==> config.mk <==
export PLATFORM = sky130hd
export DESIGN_NAME = data_ram_responder
export DESIGN_NICKNAME = d
export VERILOG_FILES = /design/src/rtl/data_ram_responder.sv
export SDC_FILE = /design/constraint.sdc
export NUM_CORES = 1
export LEC_CHECK = 0
export CORE_AREA = 2 2 266 268
export DETAILED_ROUTE_END_ITERATION = 12
export DIE_AREA = 0 0 268 270
export PLACE_DENSITY = 0.78
export SKIP_CTS_REPAIR_TIMING = 1
export SYNTH_ARGS = -nofsm -noshare
export SYNTH_HDL_FRONTEND = slang
export SYNTH_SLANG_ARGS = --single-unit
==> constraint.sdc <==
create_clock -name clk -period 2.9 [get_ports clk]
set_clock_uncertainty 0.15 [all_clocks]
set_input_delay 0.29 -clock clk [delete_from_list [all_inputs] [get_ports clk]]
set_output_delay 0.29 -clock clk [all_outputs]
set_load 0.02 [all_outputs]
==> src/rtl/data_ram_responder.sv <==
// data_ram_responder
//   Responder end of the core's load/store memory port. A byte-addressed,
//   little-endian data RAM that serves byte, halfword and word loads and
//   stores over a valid/ready request channel and returns exactly one
//   response per request, one cycle after acceptance. Loads are sign- or
//   zero-extended; illegal sizes, misaligned and out-of-range accesses are
//   rejected with rsp_error and never modify the RAM.
//
// Ports
//   clk          clock, all state updates on the rising edge
//   rst_n        asynchronous active-low reset (RAM contents are kept)
//   req_valid    request present
//   req_ready    responder can accept a request this cycle
//   req_write    1 = store, 0 = load
//   req_addr     byte address (WIDTH bits, compared in full for range)
//   req_size     0 = byte, 1 = halfword, 2 = word, 3 = illegal
//   req_unsigned loads only: 1 = zero-extend, 0 = sign-extend
//   req_wdata    right-aligned store data
//   rsp_valid    response present
//   rsp_ready    initiator accepts the response
//   rsp_rdata    extended load result; 0 for stores and errors
//   rsp_error    access was rejected
module data_ram_responder #(
    parameter int WIDTH    = 32,
    parameter int BYTE     = 8,
    parameter int RAM_SIZE = 128
) (
    input  logic             clk,
    input  logic             rst_n,
    input  logic             req_valid,
    output logic             req_ready,
    input  logic             req_write,
    input  logic [WIDTH-1:0] req_addr,
    input  logic [1:0]       req_size,
    input  logic             req_unsigned,
    input  logic [WIDTH-1:0] req_wdata,
    output logic             rsp_valid,
    input  logic             rsp_ready,
    output logic [WIDTH-1:0] rsp_rdata,
    output logic             rsp_error
);

    localparam int LANES = WIDTH / BYTE;
    localparam int DEPTH = RAM_SIZE / 4;
    localparam int AW    = $clog2(RAM_SIZE);
    localparam int SHW   = $clog2(WIDTH);
    localparam logic [WIDTH-1:0] RAM_LIMIT = WIDTH'(RAM_SIZE);

    typedef enum logic {
        IDLE,
        RESP
    } state_t;

    state_t state_q, state_d;

    logic                 accept;
    logic [WIDTH-1:0]     mem [DEPTH];
    logic [1:0]           lane;
    logic [AW-3:0]        word_idx;
    logic [SHW-1:0]       shift_amt;
    logic                 size_err, align_err, range_err, req_err;
    logic [WIDTH-1:0]     rd_word, rd_shifted, load_data, wr_data;
    logic [LANES-1:0]     byte_en;

    // ------------------------------------------------------------------
    // Handshake FSM. Next state is derived from req_valid/rsp_ready
    // directly rather than from 'accept' so req_ready does not feed back
    // into the block that produces it.
    // ------------------------------------------------------------------
    always_ff @(posedge clk or negedge rst_n) begin
        if (!rst_n) begin
            state_q <= IDLE;
        end else begin
            state_q <= state_d;
        end
    end

    always_comb begin
        state_d   = state_q;
        req_ready = 1'b0;
        rsp_valid = 1'b0;
        case (state_q)
            IDLE: begin
                req_ready = 1'b1;
                if (req_valid) begin
                    state_d = RESP;
                end
            end
            RESP: begin
                rsp_valid = 1'b1;
                // A new request may be taken in the same cycle the
                // current response drains.
                req_ready = rsp_ready;
                if (rsp_ready && !req_valid) begin
                    state_d = IDLE;
                end
            end
            default: begin
                state_d = IDLE;
            end
        endcase
    end

    assign accept = req_valid && req_ready;

    // ------------------------------------------------------------------
    // Address decode and access checks
    // ------------------------------------------------------------------
    assign lane      = req_addr[1:0];
    assign word_idx  = req_addr[AW-1:2];
    assign shift_amt = SHW'(lane) * SHW'(BYTE);

    assign size_err  = (req_size == 2'd3);
    assign align_err = ((req_size == 2'd1) && req_addr[0]) ||
                       ((req_size == 2'd2) && (req_addr[1:0] != 2'b00));
    assign range_err = (req_addr >= RAM_LIMIT);
    assign req_err   = size_err || align_err || range_err;

    // ------------------------------------------------------------------
    // Load path: shift the addressed lane(s) down to bit 0, then extend.
    // Word accesses are aligned, so the shift is zero for them.
    // ------------------------------------------------------------------
    assign rd_word    = mem[word_idx];
    assign rd_shifted = rd_word >> shift_amt;

    always_comb begin
        load_data = '0;
        case (req_size)
            2'd0: load_data = {{(WIDTH-BYTE){rd_shifted[BYTE-1] & ~req_unsigned}},
                               rd_shifted[BYTE-1:0]};
            2'd1: load_data = {{(WIDTH-2*BYTE){rd_shifted[2*BYTE-1] & ~req_unsigned}},
                               rd_shifted[2*BYTE-1:0]};
            default: load_data = rd_shifted;
        endcase
    end

    // ------------------------------------------------------------------
    // Store path: move the right-aligned store data up to the addressed
    // lane and enable only the lanes covered by the access size.
    // ------------------------------------------------------------------
    assign wr_data = req_wdata << shift_amt;

    always_comb begin
        byte_en = '0;
        case (req_size)
            2'd0:    byte_en = LANES'(1) << lane;
            2'd1:    byte_en = LANES'(3) << lane;
            2'd2:    byte_en = '1;
            default: byte_en = '0;
        endcase
    end

    // RAM contents are deliberately outside the reset domain.
    always_ff @(posedge clk) begin
        if (accept && req_write && !req_err) begin
            for (int unsigned i = 0; i < LANES; i++) begin
                if (byte_en[i]) begin
                    mem[word_idx][i*BYTE +: BYTE] <= wr_data[i*BYTE +: BYTE];
                end
            end
        end
    end

    // ------------------------------------------------------------------
    // Response registers: only loaded on acceptance, so they hold steady
    // under backpressure.
    // ------------------------------------------------------------------
    always_ff @(posedge clk or negedge rst_n) begin
        if (!rst_n) begin
            rsp_rdata <= '0;
            rsp_error <= 1'b0;
        end else if (accept) begin
            rsp_error <= req_err;
            rsp_rdata <= (req_err || req_write) ? '0 : load_data;
        end
    end

endmodule

==> results of run 1 <==
## layout by cell type, fill, tap and decap left out, types with 13 or more instances in the layout
master / n
nor2_1: 158
dfrtp_1: 34
edfxtp_1: 1024
clkdlybuf4s50_1: 98
nor2b_1: 15
nand3_1: 14
clkinv_2: 13
nand4_1: 17
clkbuf_16: 102
mux2i_1: 81
o22ai_1: 28
mux4_2: 233
nand2_1: 70
buf_4: 388
clkbuf_1: 23
a21oi_1: 20
buf_12: 34
clkinv_1: 21
a22oi_1: 86
## registers in the layout, summed over array words and instances, names as in the netlist
name	count
mem	1024
rsp_error	1
rsp_rdata	32
state_q	1
## how the worst min path moves through the flow
stage               startpoint            end  slack [ns]  cells after the start
global route             rst_n   rsp_rdata[7]        0.16                      2
finish                   rst_n   rsp_rdata[4]        0.11                      2
detailed placement       rst_n   rsp_rdata[7]        0.27                      1
global placement         rst_n   rsp_rdata[7]        0.26                      1
CTS                      rst_n  rsp_rdata[10]       -0.44                      1
floorplan                rst_n      rsp_error       -0.16                      0
## layer usage
| metal | share of wire | GRT usage | vias up |
|---|---|---|---|
| met1 | 0.36 | 0.454 | 12500 |
| met3 | 0.12 | 0.0711 | 338 |
| met4 | 0.049 | 0.131 | 6 |
| met2 | 0.48 | 0.510 | 1710 |
| met5 | 0.00028 | 0 | - |
| li1 | - | - | 9751 |
## layout make-up
cell class	instances	area, um2
diodes	1	2.50
clock buffers	127	2670
clock inverters	57	586
fillers	3945	19100
inverters	3	11.3
multi-input cells	917	9710
flip-flops and latches	1058	31600
well taps	940	1180
repair buffers	530	4650
## power by group
part / switching, mW / leakage (nW) / internal [mW]
registers: 0.000530 / 9.40 / 16.8
logic: 1.27 / 5.61 / 0.820
clock network: 5.65 / 1.57 / 7.27
## cell families (layout without fill, tap and decap cells)
logic type	count (synthesis)	after routing	share of synthesized area
flops	1058	1058	0.754
compound gates	223	223	0.0374
buf+inv	133	717	0.0179
mux	323	323	0.147
simple gates	371	371	0.0436
other cells	0	1	0
==> results.md, run 1 <==
- The run finished, with violations left.
- The final reports fail on setup timing.
- In the post-synthesis netlist, the biggest area contributors are edfxtp_1 73%, mux4_2 13%, dfrtp_1 2.0%.
- The startpoint identified for the worst register-to-register timing path is mem[10][23].
- The last weighted congestion value of the routability-driven placer is 0.948.
- In this design, the stage delay of the slowest critical-path cell is 0.59 ns.
- By instance count, the cell type seen most on the critical path is buf_4.
- The min-delay analysis places its worst path in the category input port to async pin.
- The most used flip-flop cell after synthesis is edfxtp_1.
- Of all flip-flops after synthesis, the portion carrying an async set or reset was 0.0321.
- The detailed placement HPWL is 77.6 mm.
- For this design, the slowest cell found on the critical path is nor4_2.
- edfxtp_1 is the most common cell in the netlist.
- The biggest area contributor in the post-synthesis netlist is edfxtp_1.
- The total number of cells along the worst setup path is 9.
- The number of enable flip-flop cells after synthesis is 1,024.
- The share of the Yosys chip area taken by registers is 0.754.
- The number of antenna violations at the first check in global routing is 3.
- STA classifies the critical path endpoint as a flip-flop.
- For this run, the top clock speed supported by timing is 0.344 GHz.
- The via count of the first global-routing pass is 24,000.
- The number of hold-slack violations in the final timing report is 0.
- At the later pin of the worst-skew pair, clock insertion delay measures 0.67 ns.
- In this run the remaining antenna-violating nets after routing total 0.
- The count of maximum capacitance violations is 0.
- Across all setup checks in the final design, the least slack found is -0.00790 ns.
- The total nets after synthesis is 2,180.
- After clock tree synthesis, the clock-pin slew on the worst setup and hold paths is 0.06 ns.
- Summing all non-filler instances in the final layout gives an area of 50,400 um2.
- The pin count of the biggest net entering global routing is 36.
- The cell sitting at the root of the clock tree is a clkbuf_16.
- The biggest fanout along the worst timing path is 16.
- After synthesis the cells add up to 41,900 um2.
- The worst setup path is of the flip-flop to flip-flop kind.
- IR analysis of the VDD net gives a maximum drop of 546 uV.
- The count of pins on the block boundary is 107.
- Sorting the synthesized cells by how often they occur yields 1,024 x edfxtp_1, 233 x mux4_2, 166 x nor2_1.
- Counting flops and latches in the post-synthesis netlist gives 1,058.
- The final total power is 31.9 mW.
- The total overflow left after global routing is 0.
- The final clock period utilization by the worst path is 1.00.
- The number of cells in the design after placement is 3,446.
- The finished layout holds 3,633 standard cells, fillers aside.
- For this run, the share of the core covered by cells in the final layout is 0.725.
- The average instance in the mapped netlist occupies 19.9 um2.
- The total track usage is 0.326.
- In this run the standard cell core region covers 69,500 um2.
- The endpoint of the lowest-slack register-to-register path is rsp_rdata[17].
- The depth of the most critical reg-to-reg path is 9.
- The number of slew-limit violations in the final report is 0.
- The max-slew headroom at the worst pin is 0.0542.
- The share of synthesized area in the top cell type comes to 0.734.
- The area of the die is 72,400 um2.
- The die span in x is 268 um.
- Dividing the detail-routed via count by the number of cells gives 6.69.
- The DRC violations left is 0.
- CTS saw 1,058 sinks.
- Input and output buffers added on the ports amount to 106.
- Measured along the y axis, the die boundary spans 270 um.
- The worst hold slack is 0.106 ns.
- The setup violation total in the final timing report is 1.
- Walking the worst path, the cells encountered are mux2i_1 > buf_4 > o22ai_1 > nor4_2 > nand2_1 > a211oi_2 > buf_4 > o22ai_2 > a211o_1.
- The buffers plus inverters on the worst setup path is 2.
- The CTS tree is built.
- At the pin with the least slew margin, the transition time is 1.42 ns.
- The required time of the critical path is 3.30 ns.
- The number of clock buffers added by TritonCTS is 102.
- The clock passes through at most 3 buffers.
- Once placement finished, the instance area stood at 47,100 um2.
- Summed over all cells, the static leakage comes to 16.6 nW.
- Broken down by cell family, the worst path's largest delay share belongs to compound AO/OA/AOI/OAI gates.
- For this run, the detailed router's first-pass iteration total came to 7.
- After floorplanning, the core was divided into 97 placement rows.
- The net count of the finished layout is 2,684.
- The launching element of the worst setup path is mem[10][23].
- The total number of yosys warnings is 0.
- The critical path ends at rsp_rdata[17].
- The final wirelength is 116 mm.
- The accumulated negative setup slack is -0.00790 ns.
- The depth of the CTS H-tree is 3.
- For this configuration, the core starts out at a cell density of 0.603.
- The register-to-register path setup slack is -0.008 ns.
- Of the cells placed in the final design, the portion with a size suffix greater than 1 is 0.319.
- The total number of vias is 24,300.
- In this run the power density over the cells is 632 nW/um2.
- The count of mapped cells out of synthesis is 2,108.
- Setup repair after global routing left no endpoint under its margin.
- The pre-CTS worst setup slack is -0.553 ns.
- From synthesis to final layout, the design area changed by 20.3%.
- The routed wire length per instance is 31.9 um.
- The global-route wire length before repair is 166 mm.
- After the first detailed-routing iteration, the DRC count stood at 3,522.
- The number of different library cells used by synthesis comes to 62.
- The worst setup path is launched from a flip-flop.
- Data on the critical path arrives at its endpoint at 3.31 ns.
- Counting I/O delays and the setup requirement, the final critical path takes 2.91 ns.
Power figures use the tool's default switching activity.
==> run 2, diff against run 1 <==
Settings changed: SETUP_SLACK_MARGIN set to 0.15.
==> results.md, run 2 (same netlist as run 1, synthesis figures left out) <==
- The count of nets left with antenna violations after detail routing is 0 (unchanged).
- The die span in x is 268 um (unchanged).
- The last weighted congestion value of the routability-driven placer was 1.02 (+7.9%).
- The clock tree root driver cell is clkbuf_16.
- The critical path arrival is 3.10 ns (-0.21 ns).
- The insertion delay of the later-clocked pin in the worst-skew pair is 0.67 ns (about the same).
- The final-stage net count is 2,661 (-0.86%).
- From synthesis to final layout, the design area changed by 20.0%.
- The launching element of the worst setup path is mem[14][23].
- The die height came to 270 um (unchanged).
- The starting DRC count in detailed routing is 4,071 (+16%).
- The setup violation total in the final timing report came to 0 (-1).
- The initial cell density of the core is 0.603 (unchanged).
- The number of hold-slack violations in the final timing report is 0 (unchanged).
- The met3 layer usage reported by global route is 0.0805 (+0.00939).
- The cell area power density came to 635 nW/um2 (+0.52%).
- The top cell types in the final layout, fill and taps aside, are 1,024 x edfxtp_1, 366 x buf_4, 233 x mux4_2.
- The non-filler instance count after layout came to 3,610 (-0.63%).
- The number of slew-limit violations in the final report is 0 (unchanged).
- The core occupancy in the finished layout is 0.723 (-0.00193).
- The biggest fanout along the worst timing path came to 16 (unchanged).
- The global routing stage identified its most utilized layer as met2.
- The number of cells in the design after placement is 3,422 (-0.70%).
- The routed wire length per instance was 32.4 um (+1.6%).
- The depth of the CTS H-tree is 3 (unchanged).
- Counting flops per register, the top entry is mem.
- The count of pins on the block boundary came to 107 (unchanged).
- The required time of the critical path is 3.30 ns (about the same).
- The global-route wire length before repair is 169 mm (+1.3%).
- The number of antenna violations at the first check in global routing is 5 (+2).
- The leftover overflow at the end of global routing was 0 (unchanged).
- The kind of critical path is flip-flop to flip-flop.
- The number of search-and-repair iterations in the first detailed-routing pass is 6 (-1).
- The area of the die is 72,400 um2 (unchanged).
- The area of combinational cells with multiple inputs is 9720 um2 (+0.17%).
- The clock-pin slew reported for the worst setup and hold paths after clock tree synthesis is 0.06 ns (about the same).
- The sink count of the clock tree came to 1,058 (unchanged).
- Setup repair after global routing left no endpoint under its margin.
- The number of inserted filler cells in the final layout is 3,821 (-3.1%).
- The flip-flop count of the largest register after layout was 1,024 (unchanged).
- The flow ran to the end, and the final reports show no timing, DRC or antenna violations.
- The total track usage is 0.329 (+0.00294).
- The accumulated negative setup slack is 0 ns (+0.00790 ns).
- The routed via count divided by cell count is 6.74 (+0.72%).
- The count of maximum capacitance violations is 0 (unchanged).
- The transition time at the pin with the least slew margin is 1.35 ns (-0.0647 ns).
- The register-to-register path setup slack was 0.20 ns (+0.20 ns).
- The via count of the first global-routing pass is 24,400 (+1.8%).
- The met1 demand-to-capacity share in global routing is 0.448 (-0.00611).
- The number of buffer cells added on primary ports came to 106 (unchanged).
- The final wirelength is 117 mm (+0.99%).
- The proportion of layout cells with a drive suffix above 1 is 0.319 (+0.000499).
- The row count is 97 (unchanged).
- The DRC violations left came to 0 (unchanged).
- The detailed placement HPWL was 77.4 mm (-0.25%).
- STA classifies the critical path endpoint as a flip-flop.
- The floorplan core area is 69,500 um2 (unchanged).
- In this run the critical register-to-register path is launched from mem[14][23].
- The leakage dissipation is 16.5 nW (-0.75%).
- The largest registers in the layout are mem (1024), rsp_rdata (32).
- The highest clock frequency the design can meet is 0.370 GHz (+7.5%).
- The buffer levels on the longest clock path is 3 (unchanged).
- The CTS tree is built.
- The max-slew headroom at the worst pin is 0.0984 (+0.0441).
- The sequential standard cell area is 31,600 um2 (unchanged).
- The peak ir drop on the vdd network is 464 uV (-15%).
- The most common cell after layout, fill and taps aside is edfxtp_1.
- The worst setup path is launched from a flip-flop.
- The pin count of the biggest net entering global routing was 52 (+44%).
- The worst hold path begins at req_addr[1].
- The clock buffer count from CTS is 101 (-0.98%).
- The total number of vias is 24,300 (+0.082%).
- The final clock period utilization by the worst path is 0.932 (-0.0703).
- The routing usage on met2 is 0.506 (-0.00450).
- The clock period minus worst slack was 2.70 ns (-0.204 ns).
- The tightest min-delay check is of the input port to flip-flop type.
==> run 2: worst max-delay path, stage by stage, from the launching register on <==
cell and delay (ns):
edfxtp_1 0.37, mux2i_1 0.37, o22ai_1 0.18, nor4_1 0.33, buf_4 0.18, nand2_1 0.12
a211oi_4 0.22, buf_4 0.18, o22ai_4 0.16, a211o_1 0.32
==> run 2: worst paths after layout <==
path                                 end  cells after the start
max in group asynchronous   rsp_rdata[0]                      2
setup / recovery           rsp_rdata[27]                      9
min in group asynchronous        state_q                      2
setup reg to reg           rsp_rdata[27]                      9
hold reg to reg            rsp_rdata[30]                      1
hold / removal              rsp_rdata[4]                      3
==> run 2: metrics by stage <==
step	power, mW	area [um2]	setup WS [ns]	hold slack [ns]
floorplan	18.2	42000	-0.00401	-0.156
global placement	19.1	47000	-0.422	0.242
detailed placement	19.1	47000	-0.431	0.248
CTS	31.9	50200	-0.0459	-0.447
global route	32.6	50300	0.161	0.0268
finish	31.9	50300	0.196	0.0162
==> run 2: layer usage <==
layer	part of all wire	vias up	wire, um
li1	-	9686	-
met1	0.34	12400	40100
met2	0.47	1868	55100
met3	0.13	399	14800
met4	0.059	8	6910
met5	0.00062	-	73
==> run 2: cell type report <==
| cell class | instances | area share |
|---|---|---|
| Antenna cell | 1 | 0.0000498 |
| Clock buffer | 125 | 0.0531 |
| Clock inverter | 58 | 0.0117 |
| Inverter | 3 | 0.000224 |
| Multi-Input combinational cell | 917 | 0.193 |
| Sequential cell | 1058 | 0.629 |
| Tap cell | 940 | 0.0234 |
| Timing Repair Buffer | 508 | 0.0895 |
==> run 2: power breakdown <==
| group | internal (mW) | switching [mW] | total (mW) |
|---|---|---|---|
| sequential | 16.8 | 0.000493 | 16.8 |
| clock | 7.44 | 5.60 | 13.0 |
| combinational | 0.790 | 1.27 | 2.06 |
